## src/rtl/bram_stream_reader_pkg.sv

```systemverilog
// Shared definitions for the BRAM ring-buffer reader: pointer/depth helpers
// and the output buffer state encoding.
package bram_stream_reader_pkg;

   // Buffer state encoding; the value equals the number of buffered words.
   localparam logic [1:0] B0 = 2'd0;
   localparam logic [1:0] B1 = 2'd1;
   localparam logic [1:0] B2 = 2'd2;

   function automatic int ptr_w(input int pw);
      return pw + 1;
   endfunction

   function automatic int depth(input int pw);
      return 2 ** pw;
   endfunction

endpackage

```

## src/rtl/bram_stream_reader_skid_buffer.sv

```systemverilog
// Two-entry valid/ready output buffer (head + skid) fed by BRAM read data.
// state | meaning
// B0    | empty, M_VALID low
// B1    | head valid
// B2    | head and skid valid
module stream_skid_buffer
   import bram_stream_reader_pkg::*;
#(
   parameter int DATA_WIDTH = 72
) (
   input  logic                  CLK,
   input  logic                  RESET_N,
   input  logic                  flush_i,
   input  logic                  push_i,
   input  logic [DATA_WIDTH-1:0] push_data_i,
   input  logic                  m_ready_i,
   output logic                  m_valid_o,
   output logic [DATA_WIDTH-1:0] m_data_o,
   output logic [1:0]            count_o
);

   logic [1:0]            state_q, state_d;
   logic [DATA_WIDTH-1:0] head_q, head_d;
   logic [DATA_WIDTH-1:0] skid_q, skid_d;
   logic                  pop;

   always_ff @(posedge CLK or negedge RESET_N) begin
      if (!RESET_N) begin
         state_q <= B0;
         head_q  <= '0;
         skid_q  <= '0;
      end else begin
         state_q <= state_d;
         head_q  <= head_d;
         skid_q  <= skid_d;
      end
   end

   always_comb begin
      state_d = state_q;
      head_d  = head_q;
      skid_d  = skid_q;
      pop     = (state_q != B0) && m_ready_i;
      case (state_q)
         B0: begin
            if (push_i) begin
               head_d  = push_data_i;
               state_d = B1;
            end
         end
         B1: begin
            case ({push_i, pop})
               2'b10: begin
                  skid_d  = push_data_i;
                  state_d = B2;
               end
               2'b11:   head_d  = push_data_i;
               2'b01:   state_d = B0;
               default: state_d = B1;
            endcase
         end
         B2: begin
            // Credit accounting upstream guarantees no push without a pop here.
            if (pop) begin
               head_d = skid_q;
               if (push_i) skid_d = push_data_i;
               else        state_d = B1;
            end
         end
         default: state_d = B0;
      endcase
      if (flush_i) state_d = B0;
   end

   assign m_valid_o = (state_q != B0);
   assign m_data_o  = head_q;
   assign count_o   = state_q;

endmodule

```

## src/rtl/bram_stream_reader.sv

```systemverilog
// Read-side controller for the BRAM ring buffer: issues reads under a 2-word
// credit and streams data out. Optional ERR_OVERRUN via BRAM_STREAM_READER_OVERRUN_CHECK_EN.
module bram_stream_reader
   import bram_stream_reader_pkg::*;
#(
   parameter int DATA_WIDTH = 72,
   parameter int PTR_WIDTH  = 3
) (
   input  logic                          CLK,
   input  logic                          RESET_N,
   input  logic                          FLUSH,
   input  logic [ptr_w(PTR_WIDTH)-1:0]   WR_PTR,
   output logic [ptr_w(PTR_WIDTH)-1:0]   RD_PTR_OUT,
   output logic                          BRAM_RD_EN,
   output logic [PTR_WIDTH-1:0]          BRAM_RD_PTR,
   input  logic [DATA_WIDTH-1:0]         BRAM_DOUT,
   output logic [DATA_WIDTH-1:0]         M_DOUT,
   output logic                          M_VALID,
   input  logic                          M_READY,
   output logic                          EMPTY,
   output logic [ptr_w(PTR_WIDTH)-1:0]   OCCUPANCY
`ifdef BRAM_STREAM_READER_OVERRUN_CHECK_EN
   ,
   output logic                          ERR_OVERRUN
`endif
);

   localparam int PW = ptr_w(PTR_WIDTH);

   logic [PW-1:0] rd_ptr_q, rd_ptr_d;
   logic          in_flight_q, in_flight_d;
   logic [1:0]    buf_count;
   logic          avail;
   logic          pop;
   logic [2:0]    occ_after_pop;
   logic          issue;

   always_ff @(posedge CLK or negedge RESET_N) begin
      if (!RESET_N) begin
         rd_ptr_q    <= '0;
         in_flight_q <= 1'b0;
      end else begin
         rd_ptr_q    <= rd_ptr_d;
         in_flight_q <= in_flight_d;
      end
   end

   // Credit is taken after a same-cycle pop so a streaming consumer sees no bubbles.
   always_comb begin
      avail         = (WR_PTR != rd_ptr_q);
      pop           = M_VALID && M_READY;
      occ_after_pop = {1'b0, buf_count} + {2'b00, in_flight_q} - {2'b00, pop};
      issue         = avail && (occ_after_pop < 3'd2) && !FLUSH;
      rd_ptr_d      = rd_ptr_q;
      in_flight_d   = issue;
      if (FLUSH) begin
         rd_ptr_d    = WR_PTR;
         in_flight_d = 1'b0;
      end else if (issue) begin
         rd_ptr_d = rd_ptr_q + PW'(1);
      end
   end

   stream_skid_buffer #(
      .DATA_WIDTH (DATA_WIDTH)
   ) u_skid (
      .CLK         (CLK),
      .RESET_N     (RESET_N),
      .flush_i     (FLUSH),
      .push_i      (in_flight_q && !FLUSH),
      .push_data_i (BRAM_DOUT),
      .m_ready_i   (M_READY),
      .m_valid_o   (M_VALID),
      .m_data_o    (M_DOUT),
      .count_o     (buf_count)
   );

   assign BRAM_RD_EN  = issue;
   assign BRAM_RD_PTR = rd_ptr_q[PTR_WIDTH-1:0];
   assign RD_PTR_OUT  = rd_ptr_q;
   assign OCCUPANCY   = WR_PTR - rd_ptr_q;
   assign EMPTY       = !avail && (buf_count == 2'd0) && !in_flight_q;

`ifdef BRAM_STREAM_READER_OVERRUN_CHECK_EN
   logic err_q, err_d;

   always_ff @(posedge CLK or negedge RESET_N) begin
      if (!RESET_N) err_q <= 1'b0;
      else          err_q <= err_d;
   end

   always_comb begin
      err_d = err_q || (OCCUPANCY > PW'(depth(PTR_WIDTH)));
      if (FLUSH) err_d = 1'b0;
   end

   assign ERR_OVERRUN = err_q;
`endif

endmodule

```

## config.mk

```make
export PLATFORM = sky130hd
export DESIGN_NAME = bram_stream_reader
export DESIGN_NICKNAME = d
export VERILOG_FILES = /design/src/rtl/bram_stream_reader_pkg.sv /design/src/rtl/bram_stream_reader_skid_buffer.sv /design/src/rtl/bram_stream_reader.sv
export SDC_FILE = /design/constraint.sdc
export NUM_CORES = 1
export LEC_CHECK = 0
export ABC_AREA = 1
export BUFFER_PORTS_ARGS = -buffer_cell sky130_fd_sc_hd__buf_2
export CAP_MARGIN = 20
export CORE_ASPECT_RATIO = 1.25
export CORE_MARGIN = 5
export CORE_UTILIZATION = 50
export CTS_BUF_LIST = sky130_fd_sc_hd__clkbuf_8
export DETAILED_ROUTE_END_ITERATION = 10
export GPL_TIMING_DRIVEN = 0
export PLACE_DENSITY = 0.88
export SLEW_MARGIN = 20
export SYNTH_ARGS = -nofsm -noshare
export SYNTH_HDL_FRONTEND = slang
export SYNTH_SLANG_ARGS = --single-unit
```

## constraint.sdc

```tcl
create_clock -name CLK -period 2.01 [get_ports CLK]
set_input_delay 0.1005 -clock CLK [delete_from_list [all_inputs] [get_ports CLK]]
set_output_delay 0.1005 -clock CLK [all_outputs]
set_load 0.1 [all_outputs]
```

==> results of run 1 <==
==> flip-flops by register name (all words and copies together) (netlist names) <==
name,flops
RD_PTR_OUT,4
in_flight_q,1
u_skid.count_o,2
u_skid.m_data_o,72
u_skid.skid_q,72
==> through the flow <==
step / cell area (um2) / cells / worst slack (ns) / util / hold slack [ns]
finish: 9610 / 1338 / -0.422 / 0.699 / 0.0656
global route: 9610 / 1338 / -0.539 / 0.699 / 0.0528
CTS: 9540 / 1335 / -0.446 / 0.694 / 0.0234
detailed placement: 8190 / 1216 / -0.424 / 0.595 / 0.0881
global placement: 8150 / 1215 / -1.77 / 0.593 / 0.327
floorplan: 7100 / 875 / -0.322 / - / -0.195
==> routing by layer <==
metal,vias to the layer above,part of all wire,GRT usage
met2,379,0.51,0.450
met5,-,0,0
met4,0,0.044,0.123
met1,3339,0.37,0.320
met3,88,0.069,0.0502
li1,3313,-,-
==> final cells by class <==
class | instances | area, um2
fill | 1009 | 4150
sequential | 151 | 3790
multi-input combinational | 580 | 2750
timing repair buffer | 257 | 1810
inverter | 88 | 345
buffer | 55 | 285
clock buffer | 18 | 248
tap | 175 | 219
clock inverter | 14 | 161
==> repair_timing <==
action	4_1_cts	5_1_grt
setup buffers	10	4
hold buffers	77	0
endpoints found under the hold margin	206	0
cloned	0	0
pin swaps	6	13
resized for setup	30	18
endpoints found under the setup margin	79	107
==> layout by cell type, fill, tap and decap left out, drive strengths merged, types with 2 or more instances in the layout <==
cell type and count:
ha 5, dfrtp 151, a21oi 2, inv 92, fa 2, clkbuf 37
o21ai 152, dlygate4sd3 77, nor2 10, nand3 80, clkinvlp 3, clkinv 5
nand2 323, nand4 2, bufinv 2, xnor2 2, buf 216
==> worst max-delay path, delay by kind of cell, from the launching register on <==
family,cells,cell delay [ns]
and+or+nand+nor,6,0.65
adders and majority gates,1,0.51
DFF,1,0.45
buffers and inverters,2,0.23
AOI/OAI and AO/OA,1,0.05
==> how the worst max path moves through the flow <==
stage	from	to
floorplan	u_skid.count_o[1]	in_flight_q
global placement	RESET_N	RD_PTR_OUT[2]
detailed placement	u_skid.count_o[1]	BRAM_RD_EN
CTS	u_skid.count_o[1]	BRAM_RD_EN
global route	u_skid.count_o[0]	BRAM_RD_EN
finish	u_skid.count_o[0]	BRAM_RD_EN
==> logic make-up (layout without fill, tap and decap cells) <==
logic type      count (synthesis)  in the layout
compound gates                155            155
xor+xnor                        3              3
fa+ha+maj                       7              7
buf+inv                       144            432
flops                         151            151
simple gates                  415            415
==> impl_metrics.ini, run 1 <==
[run_status]
run_status = finished with violations
violations_in_the_final_reports = setup timing

[timing]
rsz0062_at_grt = yes
maxSlewViolCount = 0
final-hold-violation-count = 0
setup-violations-final = 59
clock-skew-final_ns = 0.0138
final.setup.worst_slack_ns = -0.422
timing.setup.tns_ns = -2.32
min_period_ns = 2.43
fmax_mhz = 411
period_share = 1.21
maxSlewHeadroom = 0.655
max_slew.worst_pin.slew_ns = 0.517

[clocking]
clk_latency_ns = 0.44
cts-root-buf = sky130_fd_sc_hd__clkbuf_8
number_of_sinks_handled_by_clock_tree_synthesis = 151
htreeDepth = 4
clock_tree_buffer_depth = 2
tritoncts = yes
worst_setup_hold_path_clk_slew_ns = 0.09
cts_made_buffers = 17

[layout]
antenna_cells_inserted = 0
nets = 1237
final_layout_size_suffix_gt1_frac = 0.239
synthToLayoutAreaGrowth_pct = 37.7

[critical_path]
critical_path_arrival_ns = 2.33
timing.rr.start = u_skid.count_o[1]
crit_top_cell = sky130_fd_sc_hd__nor2_4
critPathLaunchType = flip-flop
r2r.worst_path.cells = 11
worst-path-max-fanout = 4
critical_path.reg2reg.endpoint = u_skid.skid_q[5]
reg2reg_slack_ns = -0.09
critical-path-max-stage-delay_ns = 0.51
path_class = reg -> out
chain_of_cells_forming_the_critical_path = nor2_4, nand2_4, clkinv_4, o21ai_2, fa_1, nand2_1, nor2_1, nand2_2, nor2_4, buf_12
slowest_cell_on_the_critical_path = sky130_fd_sc_hd__fa_1
critPathRequiredTime_ns = 1.91
worst_setup_path_end_kind = primary output

[floorplanning]
start_util = 0.507
rows = 48
die_height_um = 142
die_w_um = 116
die_area_um2 = 16400
boundaryPins = 166
core_region_area_um2 = 13800

[hold_path]
hp-start = FLUSH
timing.hold.worst_path_depth = 3
timing.hold.worst.class = in -> reg
timing.hold.worst_endpoint = in_flight_q

[yosys]
synth_top_family_by_area = simple AND/OR/NAND/NOR gates
ys_top_cells_by_count = 321 x sky130_fd_sc_hd__nand2_1, 151 x sky130_fd_sc_hd__dfrtp_1, 93 x sky130_fd_sc_hd__o21ai_0
synth-compound-area-share = 0.113
synthDominantAreaCellType = sky130_fd_sc_hd__dfrtp_1
ys_seq_area_frac = 0.542
mappedNetlistNets = 962
portion_of_netlist_area_occupied_by_mux_cells = 0
post_syn_instances = 875
synth_cell_types = 23
synthTopCellsByArea = sky130_fd_sc_hd__dfrtp_1 54%, sky130_fd_sc_hd__nand2_1 17%, sky130_fd_sc_hd__o21ai_0 6.7%
yosysWarnings = 0
synthDominantCellAreaShare = 0.542
post_synth_and_or_nand_nor_area_fraction = 0.239
ys_dominant_reg_cell = sky130_fd_sc_hd__dfrtp_1
synth.most_common_cell = sky130_fd_sc_hd__nand2_1
synth_adder_area_share = 0.0147
synthArstFlopShare = 1.00
synth_seq_cells = 151
syn-cell-area_um2 = 6980
synth-edff-count = 0
syn_area_per_cell_um2 = 7.97
synth_xor_area_frac = 0.00377

[placed_design]
gp_congestion = 0.852
placement.io_buffers = 165
detailedPlacementHpwl_um = 12800

[detailed_routing]
vias = 7119
postRouteAntennaNets = 0
detail_routed_net_length_per_standard_cell_um = 16.2
detail_route.drc_violations = 0
number_of_detailed_routing_iterations_run_before_antenna_repair = 7
routed_wl_um = 21700
first_iter_violations = 607
via_cell_ratio = 5.32

[grt]
maximum_number_of_pins_on_one_net_before_global_route_repair = 84
antenna_found_initial = 0
grt_first_pass_wirelength_um = 34300
grt_overflow = 0
number_of_global_route_vias_before_repair = 7009
grt.total_usage = 0.263

[run]
cap_violations = 0
Power of run 1 is left out: the tool's default activity adds up to more than one toggle a clock period on the data nets, which glitch-free logic cannot reach.
==> inputs of run 2 (changes only) <==
Settings changed: CORE_UTILIZATION 50 to 60, PLACE_DENSITY 0.88 to 0.95.
Clock period 2.01 ns to 3 ns, I/O delays scaled along.
==> run 2 against run 1 <==
Against the previous run: the flow now finishes without violations; cell area down 3.9%; hold slack worse by 0.033 ns; non-clock buffer count down 12; setup slack better by 0.57 ns; count of clock-buffer cells in the layout down 1; register-to-register slack better by 0.66 ns; die area down 15%; global-route usage up 7.1 points; largest cell class unchanged.
==> impl_metrics.ini, run 2 (same netlist as run 1, synthesis figures left out) <==
[floorplanning]
die_area_um2 = 13900
core_region_area_um2 = 11500
boundaryPins = 166
die_w_um = 106
die_height_um = 131
start_util = 0.606
rows = 44

[clocking]
cts-root-buf = sky130_fd_sc_hd__clkbuf_8
cts_made_buffers = 17
number_of_sinks_handled_by_clock_tree_synthesis = 151
htreeDepth = 4
clk_latency_ns = 0.44
tritoncts = yes
clock_tree_buffer_depth = 2
worst_setup_hold_path_clk_slew_ns = 0.08

[critical_path]
worst_setup_path_end_kind = primary output
crit_top_cell = sky130_fd_sc_hd__nand2_2
critPathLaunchType = flip-flop
worst-path-max-fanout = 10
path_class = reg -> out
critical_path_arrival_ns = 2.70
chain_of_cells_forming_the_critical_path = inv_2, nor2_2, nand2_2, buf_6, inv_1, o21ai_0, fa_1, nand2_1, nor2_1, nand2_2, nor2_4, buf_12
critical-path-max-stage-delay_ns = 0.51
slowest_cell_on_the_critical_path = sky130_fd_sc_hd__fa_1
critPathRequiredTime_ns = 2.85

[timing]
timing.setup.tns_ns = 0
final-hold-violation-count = 0
setup-violations-final = 0
maxSlewHeadroom = 0.633
max_slew.worst_pin.slew_ns = 0.550
clock-skew-final_ns = 0.0125
period_share = 0.950
min_period_ns = 2.85
fmax_mhz = 351
maxSlewViolCount = 0

[placed_design]
placement.io_buffers = 165
gp_congestion = 0.875
detailedPlacementHpwl_um = 12600

[detailed_routing]
number_of_detailed_routing_iterations_run_before_antenna_repair = 6
drt-met1-wl_um = 7730
vias = 7373
detail_routed_net_length_per_standard_cell_um = 17.5
routed.top_layer = met4
routed_wl_um = 22600
detail_route.drc_violations = 0
postRouteAntennaNets = 0
detailroute.wirelength.met2_um = 11600
first_iter_violations = 787
met3WireLength_um = 1870
via_cell_ratio = 5.72

[grt]
antenna_found_initial = 1
maximum_number_of_pins_on_one_net_before_global_route_repair = 80
grt.total_usage = 0.335
grt_overflow = 0
number_of_global_route_vias_before_repair = 7470
grt_first_pass_wirelength_um = 36300

[layout]
nets = 1225
final_layout_size_suffix_gt1_frac = 0.210
most-common-layout-cells = 319 x sky130_fd_sc_hd__nand2_1, 183 x sky130_fd_sc_hd__buf_2, 149 x sky130_fd_sc_hd__dfrtp_1
final_common_cell = sky130_fd_sc_hd__nand2_1
fraction_of_the_core_area_covered_by_cells_at_the_end_of_the_flow = 0.802
synthToLayoutAreaGrowth_pct = 32.3

[run]
cap_violations = 0

[run_status]
run_status = finished clean

[hold_path]
timing.hold.worst.class = in -> reg
## run 2: area by class of cell
| cell class | instances | area, um2 |
|---|---|---|
| Antenna cell | 1 | 2.50 |
| Buffer | 56 | 284 |
| Clock buffer | 17 | 234 |
| Clock inverter | 15 | 164 |
| Fill cell | 657 | 2280 |
| Inverter | 88 | 330 |
| Multi-Input combinational cell | 580 | 2610 |
| Sequential cell | 151 | 3780 |
| Tap cell | 138 | 173 |
| Timing Repair Buffer | 244 | 1650 |
## run 2: worst max-delay path, delay by kind of cell (launching register included)
kind,cells,cell delay [ns]
and+or+nand+nor,6,0.70
buffers and inverters,4,0.55
adders and majority gates,1,0.51
DFF,1,0.41
AOI/OAI and AO/OA,1,0.10
## run 2: worst paths after layout
kind | startpoint | slack, ns | depth (start not counted) | endpoint
max | u_skid.count_o[1] | 0.15 | 12 | BRAM_RD_EN
min | M_READY | 0.03 | 3 | u_skid.count_o[0]
max reg2reg | u_skid.count_o[1] | 0.57 | 14 | RD_PTR_OUT[0]
min reg2reg | u_skid.m_data_o[0] | 0.51 | 2 | u_skid.m_data_o[0]
max in group asynchronous | RESET_N | 1.99 | 3 | u_skid.skid_q[32]
min in group asynchronous | RESET_N | 0.23 | 2 | u_skid.skid_q[9]
## run 2: what timing repair did
| action | 4_1_cts | 5_1_grt |
|---|---|---|
| setup endpoints to repair | 1 | 1 |
| cloned | 0 | 0 |
| resized for setup | 4 | 5 |
| hold endpoints to repair | 145 | 0 |
| pin swaps | 0 | 1 |
| hold buffers | 74 | 0 |
| setup buffers | 0 | 4 |
## run 2: metal layers
layer  track usage  up-vias
li1              -     3283
met2         0.570      509
met4         0.221        0
met5             0        -
met3        0.0781      157
met1         0.379     3424
## run 2: per-stage QoR
stage          hold slack [ns]  setup slack [ns]  cells  instance area (um2)
2_1_floorplan           -0.146            -0.154    875                 7000
5_1_grt                 0.0472           -0.0321   1290                 9230
6_report                0.0328             0.149   1290                 9230
3_3_place_gp             0.378            -0.554   1178                 7990
3_5_place_dp             0.140             0.170   1179                 8030
4_1_cts                0.00575           0.00152   1285                 9180
Power of run 2 is left out for the same reason.
